--- src/rtl/fwd_pkg.sv ---
// fwd_pkg: selector encodings, destination-record type and default index width shared by the forwarding unit
package fwd_pkg;
  localparam int FWD_REG_IDX_W = 4;
  localparam logic [1:0] FWD_SEL_REGFILE = 2'b00;
  localparam logic [1:0] FWD_SEL_EXMEM   = 2'b01;
  localparam logic [1:0] FWD_SEL_MEMWB   = 2'b10;
  localparam logic [1:0] FWD_SEL_ZERO    = 2'b11;
  typedef struct packed {
    logic                     valid;
    logic [FWD_REG_IDX_W-1:0] rd;
    logic                     we;
    logic                     is_load;
  } dst_rec_t;
endpackage

--- src/rtl/fwd_operand_match.sv ---
// fwd_operand_match: compares one source operand against the EX and MEM destination records
module fwd_operand_match
  import fwd_pkg::*;
(
  input  logic [FWD_REG_IDX_W-1:0] rs,
  input  logic                     used,
  input  dst_rec_t                 r1,
  input  dst_rec_t                 r2,
  output logic [1:0]               sel,
  output logic                     load_hit
);
  logic hit1, hit2;
  assign hit1     = used & r1.valid & r1.we & (rs == r1.rd);
  assign hit2     = used & r2.valid & r2.we & (rs == r2.rd);
  assign load_hit = hit1 & r1.is_load;
  assign sel      = (hit1 & !r1.is_load) ? FWD_SEL_EXMEM : hit2 ? FWD_SEL_MEMWB : FWD_SEL_REGFILE;
endmodule

--- src/rtl/fwd_ctrl_unit.sv ---
// fwd_ctrl_unit: EX operand-forward selectors and load-use stall; perf counters enabled by FWD_PERF_CNT_EN
module fwd_ctrl_unit
  import fwd_pkg::*;
#(
  parameter int REG_IDX_W = FWD_REG_IDX_W,
  parameter int CNT_W     = 32
) (
  input  logic                 clk,
  input  logic                 rst_n,
  input  logic                 pipe_en,
  input  logic                 flush,
  input  logic                 id_valid,
  input  logic [REG_IDX_W-1:0] id_rs1,
  input  logic                 id_rs1_used,
  input  logic [REG_IDX_W-1:0] id_rs2,
  input  logic                 id_rs2_used,
  input  logic [REG_IDX_W-1:0] id_rd,
  input  logic                 id_rd_we,
  input  logic                 id_is_load,
  output logic [1:0]           ex_sel_a,
  output logic [1:0]           ex_sel_b,
  output logic                 load_use_stall,
  output logic [CNT_W-1:0]     perf_fwd_cnt,
  output logic [CNT_W-1:0]     perf_stall_cnt
);
  dst_rec_t   r1_q, r1_d, r2_q, r2_d, id_rec;
  logic [1:0] sel_a_q, sel_a_d, sel_b_q, sel_b_d, sel_a, sel_b;
  logic       lh_a, lh_b, kill;

  fwd_operand_match u_match_a (.rs(id_rs1), .used(id_rs1_used), .r1(r1_q), .r2(r2_q), .sel(sel_a), .load_hit(lh_a));
  fwd_operand_match u_match_b (.rs(id_rs2), .used(id_rs2_used), .r1(r1_q), .r2(r2_q), .sel(sel_b), .load_hit(lh_b));

  assign load_use_stall = id_valid & !flush & (lh_a | lh_b);
  assign kill           = flush | load_use_stall;
  assign id_rec         = '{valid: id_valid, rd: id_rd, we: id_rd_we, is_load: id_is_load};
  assign ex_sel_a       = sel_a_q;
  assign ex_sel_b       = sel_b_q;

  // Advance the record pipeline; a flush or stall injects a bubble with regfile selects
  always_comb begin
    r2_d    = pipe_en ? r1_q : r2_q;
    r1_d    = pipe_en ? (kill ? '0 : id_rec) : r1_q;
    sel_a_d = pipe_en ? (kill ? FWD_SEL_REGFILE : sel_a) : sel_a_q;
    sel_b_d = pipe_en ? (kill ? FWD_SEL_REGFILE : sel_b) : sel_b_q;
  end

  // Record and selector registers
  always_ff @(posedge clk or negedge rst_n) begin
    if (!rst_n) begin
      r1_q    <= '0;
      r2_q    <= '0;
      sel_a_q <= FWD_SEL_REGFILE;
      sel_b_q <= FWD_SEL_REGFILE;
    end else begin
      r1_q    <= r1_d;
      r2_q    <= r2_d;
      sel_a_q <= sel_a_d;
      sel_b_q <= sel_b_d;
    end
  end

`ifdef FWD_PERF_CNT_EN
  logic [CNT_W-1:0] fwd_cnt_q, fwd_cnt_d, stall_cnt_q, stall_cnt_d;
  logic             adv;
  assign adv = pipe_en & !kill;

  // Count forwarded operands on advancing edges and stall cycles on enabled edges
  always_comb begin
    fwd_cnt_d   = fwd_cnt_q + (adv ? CNT_W'(sel_a != FWD_SEL_REGFILE) + CNT_W'(sel_b != FWD_SEL_REGFILE) : '0);
    stall_cnt_d = stall_cnt_q + CNT_W'(pipe_en & load_use_stall);
  end

  // Counter registers, wrapping naturally
  always_ff @(posedge clk or negedge rst_n) begin
    if (!rst_n) begin
      fwd_cnt_q   <= '0;
      stall_cnt_q <= '0;
    end else begin
      fwd_cnt_q   <= fwd_cnt_d;
      stall_cnt_q <= stall_cnt_d;
    end
  end

  assign perf_fwd_cnt   = fwd_cnt_q;
  assign perf_stall_cnt = stall_cnt_q;
`else
  assign perf_fwd_cnt   = '0;
  assign perf_stall_cnt = '0;
`endif
endmodule

--- config.mk ---
export PLATFORM = sky130hd
export DESIGN_NAME = fwd_ctrl_unit
export DESIGN_NICKNAME = d
export VERILOG_FILES = /design/src/rtl/fwd_pkg.sv /design/src/rtl/fwd_operand_match.sv /design/src/rtl/fwd_ctrl_unit.sv
export SDC_FILE = /design/constraint.sdc
export NUM_CORES = 1
export LEC_CHECK = 0
export CORE_MARGIN = 2
export CORE_UTILIZATION = 25
export CTS_BUF_LIST = sky130_fd_sc_hd__clkbuf_4 sky130_fd_sc_hd__clkbuf_8
export CTS_CLUSTER_DIAMETER = 50
export CTS_CLUSTER_SIZE = 14
export DETAILED_ROUTE_END_ITERATION = 12
export PLACE_DENSITY = 0.66
export SLEW_MARGIN = 20
export SYNTH_ARGS = -nofsm -noshare
export SYNTH_HDL_FRONTEND = slang
export SYNTH_SLANG_ARGS = --single-unit
--- constraint.sdc ---
create_clock -name clk -period 1.6 [get_ports clk]
set_clock_uncertainty 0.05 [all_clocks]
set_input_delay 0.32 -clock clk [delete_from_list [all_inputs] [get_ports clk]]
set_output_delay 0.32 -clock clk [all_outputs]
set_load 0.005 [all_outputs]
==> results.json <==
{
  "outcome": "complete, but fails checks",
  "violations": "setup timing",
  "postSynthAreaPerCell_sq_um": 9.965,
  "grt_pass1_vias": 862,
  "die_area_sq_mm": 0.006152,
  "vias": 938,
  "htree_levels": 1,
  "syn_area_sq_mm": 0.001385,
  "wire_per_inst_um": 10.38,
  "drcViolationCount": 0,
  "setup_viol": 11,
  "arrival_ns": 1.91,
  "core_sq_mm": 0.005439,
  "cts_made_buffers": 3,
  "clock_sinks": 17,
  "yosys-top-cells-area": "buf_4 (35%), dfrtp_1 (31%), xor2_1 (7.6%)",
  "port_buffers": 25,
  "synth_top_area_cell": "buf_4",
  "start_util_pct": 25.47,
  "power_leakage_nw": 0.9016,
  "crit_chain": "xnor2_2 > nand2b_1 > or4_4 > o2111a_1 > a41o_1",
  "first_pass_iters": 3,
  "clockRootBuffer": "clkbuf_8",
  "min_path_type": "in -> async",
  "io_pins": 90,
  "dieHeight_um": 78.44,
  "fmax_ghz": 0.5508,
  "totalWireLength_mm": 2.729,
  "hold_buffers": 0,
  "grt_first_pass_wirelength_mm": 4.257,
  "period_needed_ns": 1.815,
  "final_common_cell": "conb_1",
  "area_delta_synth_final_pct": 31.35,
  "drt_iter0_markers": 52,
  "worstSetupEndpointType": "register",
  "tns_ns": -1.304,
  "syn_inst": 139,
  "clkLatencyLatePin_ns": 0.26,
  "antenna_found_initial": 0,
  "layout_common_cells": "conb_1 (64), buf_4 (24), clkdlybuf4s50_1 (14)",
  "grt_max_degree": 18,
  "dp_hpwl_mm": 2.153,
  "clk_pin_slew_ns": 0.07,
  "grt_usage_pct": 8.921,
  "cpPeakStageDelay_ns": 0.53,
  "crit_slowest_cell": "or4_4",
  "cts_tree": "yes",
  "vias_per_cell": 3.567,
  "ir_drop_mv": 0.5369,
  "fin_crit_sh_pct": 113.5,
  "critPathMaxFanout": 3,
  "crit_type": "reg -> reg",
  "power_w": 0.001125,
  "row_count": 27,
  "power_density_mw_per_mm2": 618.3,
  "drive_above_1_share_pct": 31.94,
  "rsz0062_at_grt": "yes",
  "fin_ws_ns": -0.2155,
  "preCtsSetupSlack_ns": -0.7641,
  "synth_cell_type_count": 25,
  "cp_data_required_time_ns": 1.70,
  "yosys_warnings": 0,
  "slew_violations": 0,
  "ys_ff_latch": 17,
  "cp-start-kind": "register",
  "drv_cap": 0,
  "synth_seq_area_share_pct": 30.71,
  "finalHoldViolCount": 0,
  "grt_overflow_total": 0,
  "gp_congestion": 0.8062,
  "drt.antenna.violating_nets": 0,
  "dieWidth_um": 78.44,
  "clock_path_buffers": 2,
  "nets": 213,
  "yosysTopAreaCellShare_pct": 34.69,
  "num_antenna_cells": 0
}
## report_power, final
part	leakage [nW]	total (W)	internal, W	switching [W]
Combinational	0.656	0.000294	0.000155	0.000138
Clock	0.0255	0.000331	0.000173	0.000158
Sequential	0.220	0.000500	0.000462	0.0000381
Total	0.902	0.00112	0.000790	0.000335
## worst max-delay path, delay by kind of cell (launching register included)
kind                      cells  cell delay (ns)
and+or+nand+nor               2             0.61
AOI/OAI and AO/OA             2             0.44
DFF                           1             0.45
xor gates and xnor gates      1             0.16
## final cells by class
cell class / instances / area, sq um
clock buffer: 3 / 41.29
clock inverter: 1 / 5.005
fill: 567 / 3620
inverter: 1 / 3.754
multi-input combinational: 118 / 804.5
sequential: 17 / 430.4
tap: 72 / 90.09
timing repair buffer: 51 / 444.2
## routing by layer
| layer | routed length (um) | global-route usage (%) |
|---|---|---|
| met5 | 0 | 0 |
| met4 | 23 | 2.632 |
| met3 | 172 | 1.954 |
| met2 | 1367 | 14.74 |
| met1 | 1165 | 11.68 |
## state kept, by name, indices dropped and copies added (netlist names)
register / flops
r2_q: 6
ex_sel_a: 2
r1_q: 7
ex_sel_b: 2
## worst paths after layout
check / startpoint / to / slack (ns) / depth (start not counted)
max in group asynchronous: rst_n / r1_q[4] / 0.96 / 2
max reg2reg: r1_q[3] / ex_sel_a[1] / -0.22 / 5
min: rst_n / ex_sel_a[1] / 0.33 / 2
min reg2reg: ex_sel_a[0] / ex_sel_a[0] / 0.45 / 1
min in group clk: ex_sel_a[0] / ex_sel_a[0] / 0.45 / 1
max: r1_q[3] / ex_sel_a[1] / -0.22 / 5
## timing repair
action                                  4_1_cts  5_1_grt
hold endpoints to repair                      0        0
gates resized for setup                      32        3
pin swaps                                    19        7
endpoints found under the setup margin       10       12
buffers inserted                              5        2
## cells in the mapped netlist
library cell and count:
o2111a_1 2, nor3_1 4, or4_4 2, or3_1 1, clkbuf_1 1, a22o_2 1
nor2b_1 2, a22o_1 6, nor3b_1 2, xnor2_1 4, o2bb2ai_1 2, a41o_1 2
dfrtp_1 17, nor2_1 1, xor2_1 12, conb_1 1, nand2_1 1, nand3_1 2
mux2_2 6, inv_1 1, buf_4 64, nor3b_4 1, buf_2 1, a22oi_1 1
nand2b_1 2
## through the flow
stage / hold WS, ns / utilization, % / std cells / cell area (sq um)
final: 0.3311 / 33.45 / 263 / 1819
after global routing: 0.3532 / 33.45 / 263 / 1819
after CTS: 0.3370 / 33.03 / 262 / 1797
after detailed placement: 0.4326 / 30.20 / 254 / 1643
after global placement: 0.4502 / 30.20 / 254 / 1643
after floorplan: -0.02559 / - / 202 / 1622
## cell families after synthesis
family | share of synthesized area (%)
buffers and inverters | 35.59
AO/OA/AOI/OAI | 9.395
AND/OR/NAND/NOR | 9.033
other | 0.2707
flip-flops | 30.71
XOR/XNOR | 10.12
multiplexers | 4.878
Note: power is estimated with default switching activity, not from simulation.
